File: src/rtl/axis_vid_out_pkg.sv
// Shared types for the AXI4-Stream to parallel video output block:
// lock state machine encoding and FIFO word field layout.
package axis_vid_out_pkg;

  typedef enum logic [1:0] {
    SYNC     = 2'd0,
    WAIT_VTG = 2'd1,
    LOCKED   = 2'd2
  } vid_out_state_t;

  // FIFO word is {tlast, tuser, tdata}; offsets are counted above the pixel field
  localparam int TUSER_BIT = 0;
  localparam int TLAST_BIT = 1;

endpackage

File: src/rtl/axis_vid_out_fifo.sv
// Synchronous first-word-fall-through FIFO; pointers carry a wrap bit so
// full and empty are distinguished without a separate counter.
module axis_vid_out_fifo #(
  parameter int WIDTH = 18,
  parameter int DEPTH = 32
) (
  input  logic             clk,
  input  logic             reset,
  input  logic             flush,
  input  logic             push,
  input  logic [WIDTH-1:0] din,
  input  logic             pop,
  output logic [WIDTH-1:0] dout,
  output logic             full,
  output logic             empty
);

  localparam int AW = $clog2(DEPTH);
  localparam logic [AW:0] PTR_ONE = {{AW{1'b0}}, 1'b1};

  logic [WIDTH-1:0] mem [DEPTH];
  logic [AW:0]      wr_ptr;
  logic [AW:0]      rd_ptr;
  logic             do_push;
  logic             do_pop;

  assign empty   = (wr_ptr == rd_ptr);
  assign full    = (wr_ptr[AW] != rd_ptr[AW]) && (wr_ptr[AW-1:0] == rd_ptr[AW-1:0]);
  assign dout    = mem[rd_ptr[AW-1:0]];
  assign do_push = push && !full && !flush;
  assign do_pop  = pop && !empty && !flush;

  always_ff @(posedge clk) begin
    if (reset || flush) begin
      wr_ptr <= '0;
      rd_ptr <= '0;
    end else begin
      if (do_push) wr_ptr <= wr_ptr + PTR_ONE;
      if (do_pop)  rd_ptr <= rd_ptr + PTR_ONE;
    end
  end

  always_ff @(posedge clk) begin
    if (do_push && !reset) mem[wr_ptr[AW-1:0]] <= din;
  end

endmodule

File: src/rtl/axis_16b_vid_out.sv
// AXI4-Stream video to parallel video locked to an external VTG.
// Optional end-of-line tlast checking is built when AXIS_VID_OUT_EOL_CHECK_EN is defined.
module axis_16b_vid_out
  import axis_vid_out_pkg::*;
#(
  parameter int DATA_WIDTH = 16,
  parameter int FIFO_DEPTH = 32
) (
  input  logic                    aclk,
  input  logic                    reset,
  input  logic [DATA_WIDTH-1:0]   s_axis_tdata,
  input  logic [DATA_WIDTH/8-1:0] s_axis_tkeep,
  input  logic                    s_axis_tlast,
  input  logic                    s_axis_tuser,
  input  logic                    s_axis_tvalid,
  output logic                    s_axis_tready,
  input  logic                    vtg_vblank,
  input  logic                    vtg_vsync,
  input  logic                    vtg_hblank,
  input  logic                    vtg_hsync,
  input  logic                    vtg_active_video,
  input  logic                    vtg_field_id,
  output logic                    vid_vblank,
  output logic                    vid_vsync,
  output logic                    vid_hblank,
  output logic                    vid_hsync,
  output logic                    vid_active_video,
  output logic                    vid_field_id,
  output logic [DATA_WIDTH-1:0]   vid_data,
  output logic                    locked,
  output logic                    underflow,
  output logic                    sof_err
);

  localparam int WORD_W = DATA_WIDTH + 2;

  vid_out_state_t    state;
  vid_out_state_t    next_state;
  logic              vb_seen;
  logic              vtg_sof;
  logic [WORD_W-1:0] fifo_din;
  logic [WORD_W-1:0] fifo_dout;
  logic              fifo_push;
  logic              fifo_pop;
  logic              fifo_flush;
  logic              fifo_full;
  logic              fifo_empty;
  logic              head_tuser;
  logic              err_uf;
  logic              err_sof;
  logic              err_eol;
  logic              pixel_ok;

  assign fifo_din   = {s_axis_tlast, s_axis_tuser, s_axis_tdata};
  assign head_tuser = fifo_dout[DATA_WIDTH + TUSER_BIT];
  assign vtg_sof    = vtg_active_video && vb_seen;
  assign locked     = (state == LOCKED);

  axis_vid_out_fifo #(
    .WIDTH (WORD_W),
    .DEPTH (FIFO_DEPTH)
  ) u_fifo (
    .clk   (aclk),
    .reset (reset),
    .flush (fifo_flush),
    .push  (fifo_push),
    .din   (fifo_din),
    .pop   (fifo_pop),
    .dout  (fifo_dout),
    .full  (fifo_full),
    .empty (fifo_empty)
  );

  // First active pixel after any vblank marks the VTG frame start
  always_ff @(posedge aclk) begin
    if (reset)                 vb_seen <= 1'b0;
    else if (vtg_active_video) vb_seen <= 1'b0;
    else if (vtg_vblank)       vb_seen <= 1'b1;
  end

`ifdef AXIS_VID_OUT_EOL_CHECK_EN
  logic eol_pending;
  logic eol_tlast;
  logic unused_in;

  assign unused_in = ^s_axis_tkeep;

  always_ff @(posedge aclk) begin
    if (reset || fifo_flush) begin
      eol_pending <= 1'b0;
      eol_tlast   <= 1'b0;
    end else begin
      eol_pending <= pixel_ok;
      eol_tlast   <= fifo_dout[DATA_WIDTH + TLAST_BIT];
    end
  end

  // tlast must mark the pixel whose successor is blanking
  assign err_eol = (state == LOCKED) && eol_pending && (eol_tlast == vtg_active_video);
`else
  logic unused_in;

  assign unused_in = ^{s_axis_tkeep, fifo_dout[DATA_WIDTH + TLAST_BIT]};
  assign err_eol   = 1'b0;
`endif

  always_ff @(posedge aclk) begin
    if (reset) state <= SYNC;
    else       state <= next_state;
  end

  // Underflow outranks a framing error when both hit the same pixel
  always_comb begin
    next_state = state;
    err_uf     = 1'b0;
    err_sof    = 1'b0;
    case (state)
      SYNC: begin
        if (s_axis_tvalid && s_axis_tuser) next_state = WAIT_VTG;
      end
      WAIT_VTG: begin
        if (vtg_sof && !fifo_empty) next_state = LOCKED;
      end
      LOCKED: begin
        if (vtg_active_video && fifo_empty)
          err_uf = 1'b1;
        else if ((vtg_active_video && (head_tuser != vtg_sof)) || err_eol)
          err_sof = 1'b1;
        if (err_uf || err_sof) next_state = SYNC;
      end
      default: next_state = SYNC;
    endcase
  end

  // The SOF pop in WAIT_VTG carries the first displayed pixel of the frame
  always_comb begin
    s_axis_tready = 1'b0;
    fifo_push     = 1'b0;
    fifo_pop      = 1'b0;
    fifo_flush    = 1'b0;
    pixel_ok      = 1'b0;
    case (state)
      SYNC: begin
        s_axis_tready = 1'b1;
        fifo_push     = s_axis_tvalid && s_axis_tuser;
      end
      WAIT_VTG: begin
        s_axis_tready = !fifo_full;
        fifo_push     = s_axis_tvalid && !fifo_full;
        if (vtg_sof && !fifo_empty) begin
          fifo_pop = 1'b1;
          pixel_ok = 1'b1;
        end
      end
      LOCKED: begin
        if (err_uf || err_sof) begin
          fifo_flush = 1'b1;
        end else begin
          s_axis_tready = !fifo_full;
          fifo_push     = s_axis_tvalid && !fifo_full;
          if (vtg_active_video) begin
            fifo_pop = 1'b1;
            pixel_ok = 1'b1;
          end
        end
      end
      default: ;
    endcase
    if (reset) begin
      s_axis_tready = 1'b0;
      fifo_push     = 1'b0;
    end
  end

  always_ff @(posedge aclk) begin
    if (reset) begin
      vid_vblank       <= 1'b0;
      vid_vsync        <= 1'b0;
      vid_hblank       <= 1'b0;
      vid_hsync        <= 1'b0;
      vid_active_video <= 1'b0;
      vid_field_id     <= 1'b0;
      vid_data         <= '0;
      underflow        <= 1'b0;
      sof_err          <= 1'b0;
    end else begin
      vid_vblank       <= vtg_vblank;
      vid_vsync        <= vtg_vsync;
      vid_hblank       <= vtg_hblank;
      vid_hsync        <= vtg_hsync;
      vid_active_video <= vtg_active_video;
      vid_field_id     <= vtg_field_id;
      vid_data         <= pixel_ok ? fifo_dout[DATA_WIDTH-1:0] : '0;
      underflow        <= err_uf;
      sof_err          <= err_sof;
    end
  end

endmodule

File: config.mk
export PLATFORM = sky130hd
export DESIGN_NAME = axis_16b_vid_out
export DESIGN_NICKNAME = d
export VERILOG_FILES = /design/src/rtl/axis_vid_out_pkg.sv /design/src/rtl/axis_vid_out_fifo.sv /design/src/rtl/axis_16b_vid_out.sv
export SDC_FILE = /design/constraint.sdc
export NUM_CORES = 1
export LEC_CHECK = 0
export BUFFER_PORTS_ARGS = -buffer_cell sky130_fd_sc_hd__clkbuf_2
export CORE_ASPECT_RATIO = 0.9
export CORE_MARGIN = 3
export CORE_UTILIZATION = 40
export CTS_CLUSTER_DIAMETER = 150
export CTS_CLUSTER_SIZE = 30
export DETAILED_ROUTE_END_ITERATION = 6
export PLACE_DENSITY_LB_ADDON = 0.05
export SLEW_MARGIN = 15
export SYNTH_ARGS = -nofsm -noshare
export SYNTH_HDL_FRONTEND = slang
export SYNTH_SLANG_ARGS = --single-unit
File: constraint.sdc
create_clock -name aclk -period 4.8 [get_ports aclk]
set_input_delay 0.48 -clock aclk [delete_from_list [all_inputs] [get_ports aclk]]
set_output_delay 0.48 -clock aclk [all_outputs]
set_load 0.005 [all_outputs]
==> metrics.yaml <==
status:
  outcome: "completed"
setup_path:
  slowest_delay_ns: 0.83
  worstPathArrival_ns: 4.40
  cp_top_family: "simple AND/OR/NAND/NOR gates"
  cpMostUsedCell: "nand3_1"
  start_kind: "register"
  criticalPathCategory: "register to register"
  cp.buffers_inverters: 2
  cp-end-kind: "register"
  reg2reg_depth: 10
  cp_max_fo: 32
  cp_slowest_cell: "and3_1"
  crit_chain: "buf_4 > mux2i_1 > a22oi_1 > nand3_1 > and2_1 > nand3_1 > a21oi_1 > or2_1 > and3_1 > buf_12"
  required_ns: 5.11
  reg2reg_slack_ns: 0.72
  rr_endpoint: "u_fifo.mem[14][0]"
min_path:
  hp-start: "vtg_vblank"
  whs_endpoint: "vid_vblank"
  worstHoldPathType: "primary input to register"
  whs_path_depth: 2
clock_tree:
  numCtsBuffers: 23
  h-tree-depth: 1
  cts.hold.buffers_added: 0
  cts_tree: "yes"
  cts_setup_buffers: 0
  cts-root-buf: "clkbuf_16"
  clk_path_buf_depth: 3
  clk_pin_slew_ns: 0.12
  insertion_delay_ns: 0.60
  clkSinkCount: 588
  post_cts_resized: 0
timing:
  tightest_slew_ns: 0.926
  setup_viol: 0
  fin_setup_tns_ns: 0
  fin_ws_ns: 0.719
  fin_crit_ns: 4.08
  fin_skew_ns: 0.0293
  period_share: 0.850
  clock.fmax_ghz: 0.245
  maxSlewViolCount: 0
  whs_ns: 0.100
  hold_violations: 0
  rsz0062_at_grt: "false"
  max_slew_margin: 0.382
grt:
  grt_pass1_vias: 10806
  grtUsageTotal: 0.179
  grt_pass1_wl_um: 77700
  grt_max_degree: 102
  antenna_found_initial: 1
  gr-total-overflow: 0
job:
  cap_violations: 0
route:
  route.layer.met1.wl_um: 24900
  dr_wl_met3_um: 2040
  wl_per_cell_um: 28.0
  vias: 10391
  drc: 0
  drt_iter0_drc: 782
  drtPass1Iterations: 5
  finalWirelength_um: 53200
  ant_nets: 0
  top_layer_used: "met4"
  wl_met2_um: 25300
  vias_per_cell: 5.48
power_and_ir_drop:
  netSwitchingFraction: 0.209
  pwr-share-clk: 0.295
  seq_power_share: 0.671
  p_sw_w: 0.00176
  combPwrFrac: 0.034
  power_per_cell_area_nw_per_um2: 338
  internal_power_w: 0.00664
  irDropWorstVdd_uv: 247
  p_leak_nw: 7.50
yosys:
  ys_warn_count: 0
  synth_cell_types: 60
  syn_nets: 1096
  synth-main-ff-cell: "edfxtp_1"
  syn_inst: 1057
  synthArstFlopShare: 0
  syn_area_um2: 22900
  synth_edf_count: 544
  avgSynthCellArea_um2: 21.6
  synth-seq-area-share: 0.752
  synth-seq-cells: 588
floorplan:
  io_pins: 55
  initial_core_util: 0.408
  die_x_um: 258
  fp.dieH_um: 233
  dieArea_um2: 60100
  coreArea_um2: 56100
  rows: 82
cells_and_area:
  stdcell_area_um2: 24900
  layout-drive-gt1-share: 0.264
  layout_commonest_cell: "edfxtp_1"
  postLayoutCoreUtil: 0.443
  final_nets: 1162
  final_cell_mix: "edfxtp_1, mux4_2, clkbuf_2"
  syn_to_final_growth_pct: 8.67
placed_design:
  portBuffers: 51
  pre_cts_slack_ns: 0.701
  gp_congestion: 0.786
  dpl.hpwl_um: 30600
  place_area_um2: 24200
## state kept, by name (all words and copies together) (netlist names), named ones only
register / cells
vid_data: 16
vid_field_id: 1
u_fifo.wr_ptr: 6
vid_hblank: 1
u_fifo.rd_ptr: 6
sof_err: 1
vb_seen: 1
underflow: 1
u_fifo.mem: 544
vid_active_video: 1
vid_vblank: 1
vid_vsync: 1
vid_hsync: 1
state: 2
## logic make-up (layout without fill, tap and decap cells)
group	count (synthesis)	count (layout)	share of synthesized area
xor+xnor	11	11	0.00421
compound gates	51	51	0.0181
flops	588	588	0.752
other cells	0	1	0
mux	194	194	0.172
buf+inv	64	147	0.0141
fa+ha+maj	10	10	0.00547
simple gates	139	139	0.0333
## through the flow
stage	std cells	power, W
final	1897	0.00840
after global routing	1896	0.00870
after CTS	1896	0.00850
after detailed placement	1854	0.00604
after global placement	1854	0.00604
after floorplan	1057	0.00590
## worst register-to-register path: cells and delay by family (launching register included)
kind            cells  cell delay, ns
mux                 1            0.28
flops               1            0.73
compound gates      2            0.32
simple gates        5            1.89
buf+inv             2            0.60
## synthesized netlist by cell type (10+ instances only)
library cell  number  area share
edfxtp_1         544        0.71
mux4_2           160        0.16
dfxtp_1           44       0.038
mux2i_1           34       0.015
nor2_1            29      0.0048
and3_1            27      0.0074
buf_2             26      0.0057
nand2_1           23      0.0038
clkbuf_1          21      0.0034
and2_1            12      0.0033
a21oi_1           11      0.0024
ha_1              10      0.0055
## layer usage
layer / up-vias / GRT usage
li1: 4509 / -
met1: 5651 / 0.268
met2: 189 / 0.288
met3: 42 / 0.0220
met4: 0 / 0.0315
met5: - / 0
## worst max path at each step
stage                  start                  to  slack, ns  cells past startpoint
finish              register   u_fifo.mem[14][0]       0.72                     10
global route        register       s_axis_tready       0.50                     10
global placement    register   u_fifo.mem[14][6]       0.72                     10
CTS                 register  u_fifo.mem[14][13]       0.71                     10
detailed placement  register   u_fifo.mem[14][0]       0.70                     10
floorplan           state[0]   u_fifo.mem[15][0]       1.76                     10
## cell type report
cell class | instances | area [um^2]
clock buffers | 40 | 639
clock inverters | 2 | 25.0
inverters | 9 | 33.8
diodes | 1 | 2.50
flip-flops and latches | 588 | 17200
fillers | 4820 | 31300
multi-input cells | 405 | 5340
repair buffers | 96 | 643
well taps | 756 | 946
## power by group through the flow
stage,sequential [W],clock (W),combinational [W]
after floorplan,0.00574,0,0.000155
after global placement,0.00575,0,0.000290
after detailed placement,0.00575,0,0.000292
after CTS,0.00564,0.00257,0.000292
after global routing,0.00564,0.00275,0.000316
final,0.00564,0.00247,0.000285
(Power assumes the default switching activity.)
